### src/rtl/apb_host_bridge.sv
// Byte-host to APB3 master bridge with address decode to NUM_SLV slaves.
// Ports: pclk/prst, host byte port, busy/done/err_code, APB3 master bus.
module apb_host_bridge #(
  parameter int ADDR_W  = 32,
  parameter int DATA_W  = 32,
  parameter int NUM_SLV = 2,
  parameter int TIMEOUT = 255
) (
  input  logic                        pclk,
  input  logic                        prst,
  input  logic [7:0]                  host_din,
  input  logic                        host_sel,
  input  logic                        host_wr,
  input  logic                        host_rd,
  input  logic                        host_we,
  input  logic                        host_re,
  output logic [7:0]                  host_dout,
  output logic                        busy,
  output logic                        done,
  output logic [1:0]                  err_code,
  output logic [ADDR_W-1:0]           paddr,
  output logic [DATA_W-1:0]           pwdata,
  output logic                        pwrite,
  output logic [NUM_SLV-1:0]          psel,
  output logic                        penable,
  input  logic [NUM_SLV*DATA_W-1:0]   prdata,
  input  logic [NUM_SLV-1:0]          pready,
  input  logic [NUM_SLV-1:0]          pslverr
);

  localparam int SW = $clog2(NUM_SLV);
  localparam int CW = $clog2(TIMEOUT + 1);

  typedef enum logic [1:0] {
    IDLE,
    SETUP,
    ACCESS,
    MISS
  } state_t;

  state_t state, state_nxt;

  logic [ADDR_W-1:0]  addr_q;
  logic [DATA_W-1:0]  wdata_q;
  logic [DATA_W-1:0]  rdata_q;
  logic [SW-1:0]      idx_q;
  logic               wr_q;
  logic [CW-1:0]      wait_q;
  logic               done_q;
  logic [1:0]         err_q;

  logic [SW-1:0]      idx_d;
  logic               miss;
  logic               start;
  logic               sel_rdy;
  logic               sel_err;
  logic [DATA_W-1:0]  sel_rdata;
  logic [NUM_SLV-1:0] sel_oh;
  logic               tmo;

  assign idx_d = addr_q[ADDR_W-1 -: SW];
  assign miss  = int'(idx_d) >= NUM_SLV;
  assign start = (state == IDLE) && (host_we || host_re);

  // Only the latched slave's handshake is looked at.
  always_comb begin
    sel_rdy   = 1'b0;
    sel_err   = 1'b0;
    sel_rdata = '0;
    sel_oh    = '0;
    for (int i = 0; i < NUM_SLV; i++) begin
      if (int'(idx_q) == i) begin
        sel_rdy   = pready[i];
        sel_err   = pslverr[i];
        sel_rdata = prdata[i*DATA_W +: DATA_W];
        sel_oh[i] = 1'b1;
      end
    end
  end

  // wait_q counts held ACCESS cycles; abort on the TIMEOUT-th one.
  assign tmo = !sel_rdy && (wait_q == CW'(TIMEOUT - 1));

  always_ff @(posedge pclk or posedge prst) begin
    if (prst) state <= IDLE;
    else      state <= state_nxt;
  end

  always_comb begin
    state_nxt = state;
    busy      = 1'b0;
    psel      = '0;
    penable   = 1'b0;
    unique case (state)
      IDLE: begin
        if (host_we || host_re)
          state_nxt = miss ? MISS : SETUP;
      end
      SETUP: begin
        busy      = 1'b1;
        psel      = sel_oh;
        state_nxt = ACCESS;
      end
      ACCESS: begin
        busy    = 1'b1;
        psel    = sel_oh;
        penable = 1'b1;
        if (sel_rdy || tmo)
          state_nxt = IDLE;
      end
      MISS: begin
        busy      = 1'b1;
        state_nxt = IDLE;
      end
      default: state_nxt = IDLE;
    endcase
  end

  always_ff @(posedge pclk or posedge prst) begin
    if (prst) begin
      addr_q  <= '0;
      wdata_q <= '0;
      rdata_q <= '0;
      idx_q   <= '0;
      wr_q    <= 1'b0;
      wait_q  <= '0;
      done_q  <= 1'b0;
      err_q   <= 2'd0;
    end else begin
      done_q <= 1'b0;
      if (state == IDLE && host_wr) begin
        if (host_sel) wdata_q <= (wdata_q << 8) | DATA_W'(host_din);
        else          addr_q  <= (addr_q << 8) | ADDR_W'(host_din);
      end
      if (host_rd)
        rdata_q <= rdata_q >> 8;
      if (start) begin
        wr_q   <= host_we;
        idx_q  <= idx_d;
        err_q  <= miss ? 2'd3 : 2'd0;
        done_q <= miss;
      end
      if (state == SETUP)
        wait_q <= '0;
      if (state == ACCESS) begin
        if (sel_rdy) begin
          done_q <= 1'b1;
          err_q  <= sel_err ? 2'd1 : 2'd0;
          // A completing read takes priority over host_rd.
          if (!wr_q && !sel_err)
            rdata_q <= sel_rdata;
        end else if (tmo) begin
          done_q <= 1'b1;
          err_q  <= 2'd2;
        end else begin
          wait_q <= wait_q + 1'b1;
        end
      end
    end
  end

  assign paddr     = addr_q;
  assign pwdata    = wdata_q;
  assign pwrite    = wr_q;
  assign host_dout = rdata_q[7:0];
  assign done      = done_q;
  assign err_code  = err_q;

endmodule

### config.mk
export PLATFORM = sky130hd
export DESIGN_NAME = apb_host_bridge
export DESIGN_NICKNAME = d
export VERILOG_FILES = /design/src/rtl/apb_host_bridge.sv
export SDC_FILE = /design/constraint.sdc
export NUM_CORES = 1
export LEC_CHECK = 0
export BUFFER_PORTS_ARGS = -buffer_cell sky130_fd_sc_hd__buf_2
export CAP_MARGIN = 25
export CORE_ASPECT_RATIO = 1.5
export CORE_MARGIN = 3
export CORE_UTILIZATION = 35
export CTS_CLUSTER_SIZE = 24
export DETAILED_ROUTE_END_ITERATION = 12
export GPL_TIMING_DRIVEN = 0
export HOLD_SLACK_MARGIN = 0.06
export SLEW_MARGIN = 10
export SYNTH_ARGS = -nofsm -noshare
export SYNTH_HDL_FRONTEND = slang
export SYNTH_SLANG_ARGS = --single-unit
### constraint.sdc
create_clock -name pclk -period 11.6 [get_ports pclk]
set_input_delay 2.32 -clock pclk [delete_from_list [all_inputs] [get_ports pclk]]
set_output_delay 2.32 -clock pclk [all_outputs]
set_load 0.03 [all_outputs]
; Word-level counts from Yosys, hierarchy flattened
; Cells that the tools add are included.
[word_totals]
out_inout_bits = 80
register_bits = 111
elab_cells = 61
[op_classes]
eq_ne = 6
n_reduce_logical = 15
bitwise = 3
mux = 27
addsub = 1
[op_table]
columns = op, count
row1 = $mux 32, 5
row2 = $or 32x8->32, 2
row3 = $mux 8, 4
row4 = $mux 2, 7
row5 = $mux 1, 10
row6 = $add 8x1->8 const B, 1
row7 = $eq 8x8->1 const B, 1
row8 = $pmux 2 s4, 1
row9 = $reduce_and 2->1, 3
row10 = $eq 2x2->1 const B, 2
row11 = $logic_and 1x1->1, 4
row12 = $logic_not 1->1, 3
row13 = $reduce_or 3->1, 1
row14 = $eq 2x1->1 const B, 1
row15 = $logic_not 2->1, 1
row16 = $logic_or 1x1->1, 2
row17 = $ne 2x1->1 const B, 1
row18 = $ne 2x2->1 const B, 1
row19 = $reduce_or 2->1, 1
row20 = $not 1->1, 1

; Logic depth before layout (Yosys ltp)
[depth]
ltp_word = 6
ltp_mapped = 7
depth_no_buf = 6

; Worst setup path after synthesis
; OpenSTA, ideal clock, no wires.
[synth_path]
path_type = register to output
startpoint = reg idx_q
endpoint = out psel[0]
path_buffers = 2
setup_slack_ns = 8.044
arrival_time_ns = 1.236
path_stages_with_launch = 4
required_time_ns = 9.280
path_cell_list = dfrtp_1 > buf_6 > buf_1 > nor2b_1
[synth_between]
elab_chain_cells = 2
[synth_rtl]
columns = item, line_no
row1 = from (decl), 46  ; logic [SW-1:0] idx_q;
row2 = from (signal assigned), 139  ; idx_q <= idx_d;
row3 = $mux 1, 72  ; if (int'(idx_q) == i) begin
row4 = $mux 2, 94  ; unique case (state)
row5 = to (decl), 24  ; output logic [NUM_SLV-1:0] psel,
; Every way passes these cells.

; Worst setup path in the final report
[layout_path]
startpoint = reg idx_q
endpoint = out psel[1]
; The elaborated chain is that of the path after synthesis.

==> results.md <==
- H-tree depth: 3
- Slowest cell on the critical path: buf_1
- Core Region: 14200 um^2
- Mapped Cells: between 300 and 400
- CP required: about 9.3 ns
- Post-CTS sizing: 0
- CTS tree: built
- Via count: 3447
- Inst Count DP: ~720
- Largest net degree at the start of global routing: between 90 and 100
- Cts bufs inserted: 9
- Post CTS Setup Buffer Count: 0
- Netlist cell types: 39
- Slew @ Worst Pin: roughly 0.89 ns
- CTS sink count: 111
- Max frequency: around 230 MHz
- 1st-pass router iterations: 4
- DRT antenna net count: 0
- Fin. Hold Viols: 0
- IO Pins: 163
- Root Buffer: clkbuf_16
- Synthesis-to-layout area growth: 27.0%
- Initial antenna violation count: 0
- Crit path launch type: flip-flop
- Post-synthesis cell area: roughly 5100 um^2
- Post-layout min period: around 4.3 ns
- RSZ-0062 raised after global routing: false
- Initial Util: 36.2%
- Leak pwr: around 3.3 nW
- Max VDD drop: 152 uV
- First-pass GRT wire length: 19900 um
- Total Routed Length: 11700 um
- Synthesized area per cell: 13.9 um^2
- Site Rows: 53
- Max Cap Viol: 0
- Filler cells: 1351
- Gp weighted congestion: between 0.7 and 0.8
- Buffers on Ports: around 160
- PwrDens: about 260 nW/um^2
- # diodes: 0
- Cts hold-fix bufs: 0
- Rel. slew slack: around 41%
- Via-to-Cell Ratio: between 4 and 5
- Drt wl/cell: between 15 and 20 um
- Outcome: finished, final reports clean
- Tcrit/Tclk final: between 30% and 40%
- Drc violations: 0
- Layout cells sized above 1: approximately 38%
- Fin nets: 631
- CTS clk-pin slew, worst paths: about 0.080 ns
- Global-route usage over all layers: roughly 15%
- Hold Path Class: flip-flop to flip-flop
- Worst-path fanout max: 10
- Die height: 154 um
- Setup TNS: 0 ns
- Yosys reg bits: ~110
- DRT iter0 DRCs: between 100 and 150
- Slew Limit Fails: 0
- Die X: 105 um
- Yosys warning count: 0
- Final clock skew: between 0.009 and 0.01 ns
- Grt ovf: 0
- Sequential fraction of the synthesis area: 54.1%
- Worst-Skew Late Latency: about 0.35 ns
- Final setup vio count: 0
- Max incr delay on CP: 0.68 ns
- Vias in the first global route: 3865
- Commonest cells after routing, fill and taps aside: 167 x buf_2, 111 x dfrtp_1, 92 x mux2i_1
- Crit-path cells: buf_6 -> buf_1 -> and2_1 -> buf_2
- Syn Nets: between 400 and 500
- Most common cell after layout, fill and taps aside: buf_2
- Die area: ~16000 um^2
- Critical path arrival: a little under 2 ns
- Critical path class: flip-flop to output pin
- Clock Tree Buf Depth: 2
- Final Non-Filler Cells: 739
- Dpl hpwl: between 9000 and 10000 um
- Element type at the critical path end: output pin
final cells by class:
cell class | instances | area (um^2) | area share [%]
plain buffers | 27 | 210 | 3.22
clock buffers | 9 | 225 | 3.45
clock inverters | 7 | 81.3 | 1.25
inverters | 7 | 31.3 | 0.480
multi-input cells | 224 | 2120 | 32.5
flip-flops and latches | 111 | 2780 | 42.6
well taps | 192 | 240 | 3.68
repair buffers | 162 | 833 | 12.8
worst max-delay path: cells and delay by family, from the launching register on:
family	cells	cell delay [ns]
DFF	1	0.34
buffers and inverters	3	1.06
and+or+nand+nor	1	0.22
per-stage QoR:
stage          instance area, um^2  hold slack, ns  setup WS [ns]  power [mW]  util [%]
6_report                      6520           0.488           7.32        1.71      45.9
4_1_cts                       6520           0.495           7.25        1.74      45.9
3_5_place_dp                  6210           0.477           7.63        1.42      43.8
2_1_floorplan                 5130           0.485           6.35        1.17         -
3_3_place_gp                  6180           0.471           5.09        1.40      43.6
5_1_grt                       6520           0.501           7.23        1.82      45.9
power by group:
| group | total (mW) | switching [mW] | internal, mW | leakage (nW) |
|---|---|---|---|---|
| combinational | 0.767 | 0.491 | 0.276 | 1.69 |
| clock | 0.311 | 0.156 | 0.155 | 0.150 |
| sequential | 0.629 | 0.0938 | 0.535 | 1.42 |
| total | 1.71 | 0.740 | 0.967 | 3.26 |
Yosys cell counts, drive strengths merged:
master   number  area share [%]
dfrtp       111              54
mux2i        92              18
mux2         67              15
buf          21             3.7
nand2b        9             1.2
nand2         8            0.58
inv           7            0.51
nor2          7            0.51
clkbuf        6            0.44
ha            6             1.5
nand3         5            0.49
nor3          4            0.39
a211o         3            0.51
o21ai         3            0.29
a21boi        2            0.37
a21o          2            0.29
nand3b        2            0.29
nor3b         2            0.39
a21oi         1           0.097
a22o          1            0.17
a41o          1            0.19
and2          1            0.12
and2b         1            0.19
nand4         1            0.12
nor2b         1            0.12
o211ai        1            0.24
o2bb2ai       1            0.17
or2           1            0.12
or3           1            0.12
xnor2         1            0.17
flip-flops by register name, indices dropped and copies added (netlist names):
register	cells
state	2
wait_q	8
pwrite	1
rdata_q	32
err_code	2
pwdata	32
idx_q	1
done	1
paddr	32
metal layers:
layer	vias to the layer above	track usage (%)	wire length, um
met5	-	0	0
met4	0	3.56	60
met3	4	5.09	986
met2	134	26.4	5810
met1	1655	17.8	4830
li1	1654	-	-
path summary, 6_finish.rpt:
path	slack, ns	end	start	cells after the start
max	7.32	psel[1]	idx_q	4
min	0.49	paddr[30]	paddr[30]	1
max reg2reg	9.78	state[1]	wait_q[0]	6
min reg2reg	0.49	paddr[30]	paddr[30]	1
max in group asynchronous	9.00	rdata_q[4]	prst	3
min in group asynchronous	1.91	pwdata[22]	prst	2
kinds of logic after synthesis:
group / count (synthesis) / share of synthesized area [%]
DFF: 111 / 54.1
and+or+nand+nor: 43 / 4.70
AOI/OAI and AO/OA: 15 / 2.34
adders and majority gates: 6 / 1.46
buffers and inverters: 34 / 4.61
xor gates and xnor gates: 1 / 0.171
muxes: 159 / 32.6
(Power assumes the default switching activity.)
